**config.mk**
```make
export PLATFORM = sky130hd
export DESIGN_NAME = ctrl_sequencer_flat
export DESIGN_NICKNAME = d
export VERILOG_FILES = /design/src/rtl/ctrl_sequencer_if.sv /design/src/rtl/ctrl_sequencer.sv /design/src/flat_wrapper.sv
export SDC_FILE = /design/constraint.sdc
export NUM_CORES = 1
export LEC_CHECK = 0
export BUFFER_PORTS_ARGS = -buffer_cell sky130_fd_sc_hd__buf_2
export CAP_MARGIN = 25
export CORE_ASPECT_RATIO = 1.2
export CORE_MARGIN = 2
export CORE_UTILIZATION = 54
export DETAILED_ROUTE_END_ITERATION = 16
export PLACE_DENSITY = 0.86
export SKIP_CTS_REPAIR_TIMING = 1
export SLEW_MARGIN = 20
export SYNTH_ARGS = -nofsm -noshare
export SYNTH_HDL_FRONTEND = slang
export SYNTH_SLANG_ARGS = --single-unit
```
**constraint.sdc**
```tcl
create_clock -name clk -period 3.3 [get_ports clk]
set_input_delay 0.165 -clock clk [delete_from_list [all_inputs] [get_ports clk]]
set_output_delay 0.165 -clock clk [all_outputs]
set_load 0.02 [all_outputs]
```
**src/rtl/ctrl_sequencer_if.sv**
```systemverilog
// ----------------------------------------------------------------------------
// ctrl_sequencer_if
//
// Bundles the control sequencer's datapath-facing signals so the sequencer
// and the datapath connect through a single port each.
//
//   master (sequencer side):
//     in  : ir_out  - instruction register contents
//           mfc     - memory function complete
//     out : reg_out/reg_en, io_out/io_en       - one-hot drive/load strobes
//           pc_out, pc_inc, mar_en, ir_en      - PC / MAR / IR strobes
//           mem_en, rw, mem_bus, bus_mem, mdr_out - memory / MDR strobes
//           a_in, b_in, alu_out_en, alu_sel    - ALU control
//           bus_drv, bus_drv_en                - immediate value onto the bus
//           instr_done, illegal, bus_err       - single-cycle status pulses
//   slave (datapath side): the same signals with directions reversed.
// ----------------------------------------------------------------------------
interface ctrl_sequencer_if #(
    parameter int DATA_W = 16,
    parameter int NREG   = 4,
    parameter int NIO    = 2
);
    logic [DATA_W-1:0] ir_out;
    logic              mfc;

    logic [NREG-1:0]   reg_out;
    logic [NREG-1:0]   reg_en;
    logic [NIO-1:0]    io_out;
    logic [NIO-1:0]    io_en;

    logic              pc_out;
    logic              pc_inc;
    logic              mar_en;
    logic              ir_en;

    logic              mem_en;
    logic              rw;
    logic              mem_bus;
    logic              bus_mem;
    logic              mdr_out;

    logic              a_in;
    logic              b_in;
    logic              alu_out_en;
    logic [2:0]        alu_sel;

    logic [DATA_W-1:0] bus_drv;
    logic              bus_drv_en;

    logic              instr_done;
    logic              illegal;
    logic              bus_err;

    modport master (
        input  ir_out, mfc,
        output reg_out, reg_en, io_out, io_en,
               pc_out, pc_inc, mar_en, ir_en,
               mem_en, rw, mem_bus, bus_mem, mdr_out,
               a_in, b_in, alu_out_en, alu_sel,
               bus_drv, bus_drv_en,
               instr_done, illegal, bus_err
    );

    modport slave (
        output ir_out, mfc,
        input  reg_out, reg_en, io_out, io_en,
               pc_out, pc_inc, mar_en, ir_en,
               mem_en, rw, mem_bus, bus_mem, mdr_out,
               a_in, b_in, alu_out_en, alu_sel,
               bus_drv, bus_drv_en,
               instr_done, illegal, bus_err
    );
endinterface

```
**src/rtl/ctrl_sequencer.sv**
```systemverilog
// ----------------------------------------------------------------------------
// ctrl_sequencer
//
// Multicycle control sequencer for the 16-bit datapath. One FSM fetches,
// decodes and executes one instruction at a time and drives every datapath
// strobe through the bus interface.
//
// Ports:
//   clk    in  clock
//   reset  in  asynchronous, active-high reset
//   bus    ctrl_sequencer_if.master - ir_out/mfc in, all strobes out
//
// Instruction word: [15:12] opcode, [11:6] field A, [5:0] field B.
// A field value v selects reg[v] when v < NREG, io[v-NREG] when
// NREG <= v < NREG+NIO, and is illegal otherwise.
//
// Outputs are decoded from the state register and instr_q (plus ir_out in
// DEC and mfc in the wait states). A dedicated post-reset state keeps every
// output low during reset; the first state after release is F0.
// ----------------------------------------------------------------------------
module ctrl_sequencer #(
    parameter int DATA_W      = 16,
    parameter int NREG        = 4,
    parameter int NIO         = 2,
    parameter int MFC_TIMEOUT = 15
) (
    input  logic                 clk,
    input  logic                 reset,
    ctrl_sequencer_if.master     bus
);

    localparam int NSEL  = NREG + NIO;
    localparam int CNT_W = $clog2(MFC_TIMEOUT + 1);

    localparam logic [3:0] OP_MOV   = 4'h0;
    localparam logic [3:0] OP_MOVI  = 4'hA;
    localparam logic [3:0] OP_LOAD  = 4'hB;
    localparam logic [3:0] OP_STORE = 4'hC;
    localparam logic [3:0] OP_LAST  = 4'hC;

    typedef enum logic [3:0] {
        S_IDLE, S_F0, S_F1, S_F2, S_DEC,
        S_MV,   S_XA, S_XB, S_XW, S_MI,
        S_LA,   S_LW, S_LX,
        S_SA,   S_SD, S_SW
    } state_t;

    typedef struct packed {
        logic       pc_out;
        logic       pc_inc;
        logic       mar_en;
        logic       ir_en;
        logic       mem_en;
        logic       rw;
        logic       mem_bus;
        logic       bus_mem;
        logic       mdr_out;
        logic       a_in;
        logic       b_in;
        logic       alu_out_en;
        logic [2:0] alu_sel;
        logic       bus_drv_en;
        logic       instr_done;
        logic       illegal;
        logic       bus_err;
    } strobe_t;

    state_t            state;
    logic [DATA_W-1:0] instr_q;
    logic [CNT_W-1:0]  wait_cnt;
    logic              wait_last;

    strobe_t           s;
    logic [NSEL-1:0]   drv_sel;
    logic [NSEL-1:0]   ld_sel;

    logic [3:0]        op_q;
    logic [5:0]        fld_a;
    logic [5:0]        fld_b;

    assign op_q      = instr_q[15:12];
    assign fld_a     = instr_q[11:6];
    assign fld_b     = instr_q[5:0];
    assign wait_last = (wait_cnt == CNT_W'(MFC_TIMEOUT - 1));

    function automatic logic field_ok(input logic [5:0] v);
        return int'(v) < NSEL;
    endfunction

    // One-hot over the combined register/IO space; an out-of-range value
    // yields all zeros.
    function automatic logic [NSEL-1:0] field_sel(input logic [5:0] v);
        logic [NSEL-1:0] r;
        r = '0;
        for (int i = 0; i < NSEL; i++) r[i] = (int'(v) == i);
        return r;
    endfunction

    // MOVI only uses field A; every other opcode uses both fields, even the
    // ALU-immediate forms whose B field is the immediate value.
    function automatic logic dec_illegal(input logic [DATA_W-1:0] ir);
        logic [3:0] op;
        op = ir[15:12];
        if (op > OP_LAST)  return 1'b1;
        if (op == OP_MOVI) return !field_ok(ir[11:6]);
        return !field_ok(ir[11:6]) || !field_ok(ir[5:0]);
    endfunction

    function automatic logic [2:0] alu_func(input logic [3:0] op);
        case (op)
            4'h1, 4'h2: return 3'b000;
            4'h3, 4'h4: return 3'b001;
            4'h6:       return 3'b010;
            4'h7:       return 3'b011;
            4'h8:       return 3'b100;
            4'h5:       return 3'b101;
            4'h9:       return 3'b110;
            default:    return 3'b000;
        endcase
    endfunction

    function automatic logic is_alu_imm(input logic [3:0] op);
        return (op == 4'h2) || (op == 4'h4);
    endfunction

    // ------------------------------------------------------------------------
    // State register, captured instruction and wait counter
    // ------------------------------------------------------------------------
    // NOTE: all sequential state uses non-blocking assignments under an
    // asynchronous reset so every register updates from pre-edge values.
    always_ff @(posedge clk or posedge reset) begin
        if (reset) begin
            state    <= S_IDLE;
            instr_q  <= '0;
            wait_cnt <= '0;
        end else begin
            // Cleared everywhere except while staying in a wait state, so
            // it is zero on entry to F1, LW and SW.
            wait_cnt <= '0;
            case (state)
                S_IDLE: state <= S_F0;
                S_F0:   state <= S_F1;
                S_F1: begin
                    if (bus.mfc)        state <= S_F2;
                    else if (wait_last) state <= S_F0;
                    else                wait_cnt <= wait_cnt + 1'b1;
                end
                S_F2:   state <= S_DEC;
                S_DEC: begin
                    instr_q <= bus.ir_out;
                    if (dec_illegal(bus.ir_out)) begin
                        state <= S_F0;
                    end else begin
                        case (bus.ir_out[15:12])
                            OP_MOV:   state <= S_MV;
                            OP_MOVI:  state <= S_MI;
                            OP_LOAD:  state <= S_LA;
                            OP_STORE: state <= S_SA;
                            default:  state <= S_XA;
                        endcase
                    end
                end
                S_XA:   state <= S_XB;
                S_XB:   state <= S_XW;
                S_LA:   state <= S_LW;
                S_LW: begin
                    if (bus.mfc)        state <= S_LX;
                    else if (wait_last) state <= S_F0;
                    else                wait_cnt <= wait_cnt + 1'b1;
                end
                S_SA:   state <= S_SD;
                S_SD:   state <= S_SW;
                S_SW: begin
                    if (bus.mfc || wait_last) state <= S_F0;
                    else                      wait_cnt <= wait_cnt + 1'b1;
                end
                default: state <= S_F0;   // MV, MI, XW, LX
            endcase
        end
    end

    // ------------------------------------------------------------------------
    // Output decode
    // ------------------------------------------------------------------------
    // NOTE: every signal written here gets a default first, so no path can
    // leave one unassigned and infer a latch.
    always_comb begin
        s       = '0;
        drv_sel = '0;
        ld_sel  = '0;
        case (state)
            S_F0: begin
                s.pc_out = 1'b1;
                s.mar_en = 1'b1;
            end
            S_F1: begin
                s.mem_en  = 1'b1;
                s.rw      = 1'b1;
                s.bus_err = !bus.mfc && wait_last;
            end
            S_F2: begin
                s.mem_bus = 1'b1;
                s.mdr_out = 1'b1;
                s.ir_en   = 1'b1;
                s.pc_inc  = 1'b1;
            end
            S_DEC: s.illegal = dec_illegal(bus.ir_out);
            S_MV: begin
                drv_sel      = field_sel(fld_b);
                ld_sel       = field_sel(fld_a);
                s.instr_done = 1'b1;
            end
            S_XA: begin
                drv_sel   = field_sel(fld_a);
                s.a_in    = 1'b1;
                s.alu_sel = alu_func(op_q);
            end
            S_XB: begin
                if (is_alu_imm(op_q)) s.bus_drv_en = 1'b1;
                else                  drv_sel      = field_sel(fld_b);
                s.b_in    = 1'b1;
                s.alu_sel = alu_func(op_q);
            end
            S_XW: begin
                s.alu_out_en = 1'b1;
                ld_sel       = field_sel(fld_a);
                s.instr_done = 1'b1;
                s.alu_sel    = alu_func(op_q);
            end
            S_MI: begin
                s.bus_drv_en = 1'b1;
                ld_sel       = field_sel(fld_a);
                s.instr_done = 1'b1;
            end
            S_LA, S_SA: begin
                drv_sel  = field_sel(fld_a);
                s.mar_en = 1'b1;
            end
            S_LW: begin
                s.mem_en  = 1'b1;
                s.rw      = 1'b1;
                s.bus_err = !bus.mfc && wait_last;
            end
            S_LX: begin
                s.mdr_out    = 1'b1;
                s.mem_bus    = 1'b1;
                ld_sel       = field_sel(fld_b);
                s.instr_done = 1'b1;
            end
            S_SD: begin
                drv_sel   = field_sel(fld_b);
                s.bus_mem = 1'b1;
            end
            S_SW: begin
                s.mem_en     = 1'b1;
                s.instr_done = bus.mfc;
                s.bus_err    = !bus.mfc && wait_last;
            end
            default: ;   // S_IDLE: everything low
        endcase
    end

    assign bus.reg_out    = drv_sel[NREG-1:0];
    assign bus.reg_en     = ld_sel[NREG-1:0];
    assign bus.io_out     = drv_sel[NSEL-1:NREG];
    assign bus.io_en      = ld_sel[NSEL-1:NREG];
    assign bus.pc_out     = s.pc_out;
    assign bus.pc_inc     = s.pc_inc;
    assign bus.mar_en     = s.mar_en;
    assign bus.ir_en      = s.ir_en;
    assign bus.mem_en     = s.mem_en;
    assign bus.rw         = s.rw;
    assign bus.mem_bus    = s.mem_bus;
    assign bus.bus_mem    = s.bus_mem;
    assign bus.mdr_out    = s.mdr_out;
    assign bus.a_in       = s.a_in;
    assign bus.b_in       = s.b_in;
    assign bus.alu_out_en = s.alu_out_en;
    assign bus.alu_sel    = s.alu_sel;
    assign bus.bus_drv_en = s.bus_drv_en;
    // Immediate is field B zero-extended, shown only while it is valid.
    assign bus.bus_drv    = s.bus_drv_en ? {{(DATA_W-6){1'b0}}, fld_b} : '0;
    assign bus.instr_done = s.instr_done;
    assign bus.illegal    = s.illegal;
    assign bus.bus_err    = s.bus_err;

endmodule
```
**src/flat_wrapper.sv**
```systemverilog
// flat-port wrapper written by rule: the top's interface ports become plain ports
module ctrl_sequencer_flat 
#(
    parameter int DATA_W      = 16,
    parameter int NREG        = 4,
    parameter int NIO         = 2,
    parameter int MFC_TIMEOUT = 15
)
  (clk, reset, bus_ir_out, bus_mfc, bus_reg_out, bus_reg_en, bus_io_out, bus_io_en, bus_pc_out, bus_pc_inc, bus_mar_en, bus_ir_en, bus_mem_en, bus_rw, bus_mem_bus, bus_bus_mem, bus_mdr_out, bus_a_in, bus_b_in, bus_alu_out_en, bus_alu_sel, bus_bus_drv, bus_bus_drv_en, bus_instr_done, bus_illegal, bus_bus_err);
  ctrl_sequencer_if #(.DATA_W(DATA_W), .NREG(NREG), .NIO(NIO)) bus_i ();
  input  logic clk;
  input  logic reset;
  input wire logic [$bits(bus_i.ir_out)-1:0] bus_ir_out;
  input wire logic [$bits(bus_i.mfc)-1:0] bus_mfc;
  output wire logic [$bits(bus_i.reg_out)-1:0] bus_reg_out;
  output wire logic [$bits(bus_i.reg_en)-1:0] bus_reg_en;
  output wire logic [$bits(bus_i.io_out)-1:0] bus_io_out;
  output wire logic [$bits(bus_i.io_en)-1:0] bus_io_en;
  output wire logic [$bits(bus_i.pc_out)-1:0] bus_pc_out;
  output wire logic [$bits(bus_i.pc_inc)-1:0] bus_pc_inc;
  output wire logic [$bits(bus_i.mar_en)-1:0] bus_mar_en;
  output wire logic [$bits(bus_i.ir_en)-1:0] bus_ir_en;
  output wire logic [$bits(bus_i.mem_en)-1:0] bus_mem_en;
  output wire logic [$bits(bus_i.rw)-1:0] bus_rw;
  output wire logic [$bits(bus_i.mem_bus)-1:0] bus_mem_bus;
  output wire logic [$bits(bus_i.bus_mem)-1:0] bus_bus_mem;
  output wire logic [$bits(bus_i.mdr_out)-1:0] bus_mdr_out;
  output wire logic [$bits(bus_i.a_in)-1:0] bus_a_in;
  output wire logic [$bits(bus_i.b_in)-1:0] bus_b_in;
  output wire logic [$bits(bus_i.alu_out_en)-1:0] bus_alu_out_en;
  output wire logic [$bits(bus_i.alu_sel)-1:0] bus_alu_sel;
  output wire logic [$bits(bus_i.bus_drv)-1:0] bus_bus_drv;
  output wire logic [$bits(bus_i.bus_drv_en)-1:0] bus_bus_drv_en;
  output wire logic [$bits(bus_i.instr_done)-1:0] bus_instr_done;
  output wire logic [$bits(bus_i.illegal)-1:0] bus_illegal;
  output wire logic [$bits(bus_i.bus_err)-1:0] bus_bus_err;
  assign bus_i.ir_out = bus_ir_out;
  assign bus_i.mfc = bus_mfc;
  assign bus_reg_out = bus_i.reg_out;
  assign bus_reg_en = bus_i.reg_en;
  assign bus_io_out = bus_i.io_out;
  assign bus_io_en = bus_i.io_en;
  assign bus_pc_out = bus_i.pc_out;
  assign bus_pc_inc = bus_i.pc_inc;
  assign bus_mar_en = bus_i.mar_en;
  assign bus_ir_en = bus_i.ir_en;
  assign bus_mem_en = bus_i.mem_en;
  assign bus_rw = bus_i.rw;
  assign bus_mem_bus = bus_i.mem_bus;
  assign bus_bus_mem = bus_i.bus_mem;
  assign bus_mdr_out = bus_i.mdr_out;
  assign bus_a_in = bus_i.a_in;
  assign bus_b_in = bus_i.b_in;
  assign bus_alu_out_en = bus_i.alu_out_en;
  assign bus_alu_sel = bus_i.alu_sel;
  assign bus_bus_drv = bus_i.bus_drv;
  assign bus_bus_drv_en = bus_i.bus_drv_en;
  assign bus_instr_done = bus_i.instr_done;
  assign bus_illegal = bus_i.illegal;
  assign bus_bus_err = bus_i.bus_err;
  ctrl_sequencer #(.DATA_W(DATA_W), .NREG(NREG), .NIO(NIO), .MFC_TIMEOUT(MFC_TIMEOUT)) u_core (.clk(clk), .reset(reset), .bus(bus_i));
endmodule
```
==> impl_metrics.ini <==
[timing]
setup_ws_ps = 815
fin_worst_skew_ps = 3.84
finalHoldViolations = 0
tightest_slew_ps = 902
max_slew_margin = 0.398
clock.fmax_ghz = 0.402
setup_viol = 0
post-route-period-util = 0.753
period_needed_ps = 2480
setup_tns_ps = 0
rsz0062_at_grt = no
final_max_slew_viol_count = 0

[logic_synthesis]
yosysMostFrequentCell = dfrtp_1
synthTopCellsByArea = dfrtp_1 32%, mux2_2 10%, buf_4 5.6%
yosysSeqAreaShare = 0.321
ys_warn_count = 0
synth_edf_count = 0
synth.cell_area_sq_mm = 0.00187
synth_common_cells = 24 x dfrtp_1, 21 x nor2_1, 17 x mux2_2, 17 x nand2_1, 14 x buf_4
syn_inst = 212
yosysTopAreaCell = dfrtp_1
synth_area_per_cell_sq_um = 8.84
synth_ff_type = dfrtp_1
synth_top_cell_area_share = 0.321
synth-async-reset-ratio = 1.00
synth_cell_type_count = 51
synth_seq_cells = 24

[grt]
grt_pass1_vias = 1449
antenna_found_initial = 0
grt_pass1_wl_um = 6500
grt_remaining_overflow = 0
track_usage = 0.211
grt_max_degree = 25

[floorplanning]
num_rows = 23
start_util = 0.561
die_area_sq_mm = 0.00396
boundaryPins = 66
die-width_um = 57.8
core_sq_mm = 0.00334
die_h_um = 68.5

[setup_path]
arrival_ps = 2320
r2r-end = u_core.instr_q[3]
cp-end-kind = primary output
regToRegStartpoint = u_core.state[3]
critical_path_class = flip-flop to primary output
path_max_fanout = 20
rrSetupSlack_ps = 1160
rr_worst_depth = 3
cp.required_ps = 3130
start_kind = flip-flop

[placed_design]
dp_slack_ps = 1130
place.port_buffers = 55
gp_congestion = 0.909
place_hpwl_um = 3090

[detailed_routing]
vias = 1677
routed_wl_um = 4140
drt-pass1-iter-count = 4
ant_nets = 0
post-route-drc-count = 0
viasPerCell = 5.67
wire_per_inst_um = 14.0
drt_iter0_markers = 95

[job]
cap_violations = 0

[status]
status = complete, no violations

[final_layout]
nets = 281
drive_gt1_frac = 0.336
antenna_cells = 0
syn_to_final_growth_pct = 14.7

[cts]
cts_tree = done
path_clk_slew_ps = 90
htree_num_levels = 1
clk_latency_ps = 270
clock_sinks = 24
root_buffer = clkbuf_8
cts.path.max_buffers = 2
numCtsBuffers = 3

[power]
powerDensity_mw_per_mm2 = 852
leakage_nw = 0.990
vdd_drop_max_uv = 600

[worst_hold_path]
hold_class = input pin to asynchronous set/reset pin
[power by group]
part	total, W	internal [W]	switching (W)
Combinational	0.000897	0.000408	0.000490
Clock	0.000258	0.000162	0.0000958
Sequential	0.000676	0.000420	0.000256
[through the flow]
stage / area, sq um / util / hold WS, ps / cells / power [W]
after floorplan: 1910 / - / 180 / 221 / 0.00141
after global placement: 2080 / 0.622 / 388 / 292 / 0.00154
after detailed placement: 2080 / 0.622 / 399 / 292 / 0.00157
after CTS: 2150 / 0.644 / 105 / 296 / 0.00183
after global routing: 2150 / 0.644 / 131 / 296 / 0.00197
final: 2150 / 0.644 / 76.7 / 296 / 0.00183
[layout make-up]
cell class | count | area (sq um)
fill | 294 | 1190
multi-input combinational | 172 | 1140
sequential | 24 | 601
timing repair buffer | 55 | 275
tap | 37 | 46.3
clock buffer | 3 | 41.3
clock inverter | 1 | 30.0
inverter | 4 | 15.0
[worst max-delay path, cell delays in order, from the launching register on]
cell and delay [ps]:
dfrtp_1 600, nand2b_2 350, nor3_4 660, a21boi_0 250, buf_2 190
[flip-flops by register name, indices dropped and copies added, names as in the netlist]
register / cells
u_core.wait_cnt: 4
u_core.instr_q: 16
u_core.state: 4
[logic make-up after synthesis]
logic type,count (synthesis),share of synthesized area
adders and majority gates,2,0.0134
xor gates and xnor gates,6,0.0281
AOI/OAI and AO/OA,46,0.165
buffers and inverters,25,0.0888
other,1,0.00200
and+or+nand+nor,90,0.275
muxes,18,0.108
DFF,24,0.321
[worst max path at each step]
stage | depth (start not counted) | from | slack, ps | endpoint
3_3_place_gp | 4 | u_core.state[3] | 1160 | bus_illegal
6_report | 4 | u_core.state[3] | 820 | bus_illegal
3_5_place_dp | 4 | u_core.state[3] | 1130 | bus_illegal
4_1_cts | 4 | u_core.state[3] | 800 | bus_illegal
5_1_grt | 4 | u_core.state[3] | 660 | bus_illegal
2_1_floorplan | 6 | u_core.state[0] | 1240 | bus_mem_bus
[cell usage in the layout, fill, tap and decap left out, drive strengths merged, types with 2 or more instances in the layout]
cell / count
nand2b: 10
a31oi: 5
o22ai: 7
buf: 55
nor2b: 3
or3: 3
dfrtp: 24
nor3b: 4
a21boi: 2
conb: 10
ha: 2
nand2: 17
nand3b: 3
a21oi: 10
o32ai: 6
or2: 3
xnor2: 2
nor2: 21
clkbuf: 3
inv: 4
nand3: 6
xor2: 4
nor3: 10
and2: 6
o21ai: 9
mux2: 17
[layer usage]
metal,part of all wire,vias up,global-route usage
met4,0.017,0,0.0930
met2,0.50,62,0.372
met3,0.060,10,0.0336
met1,0.42,773,0.254
met5,0,-,0
li1,-,832,-
Power figures use the tool's default switching activity.
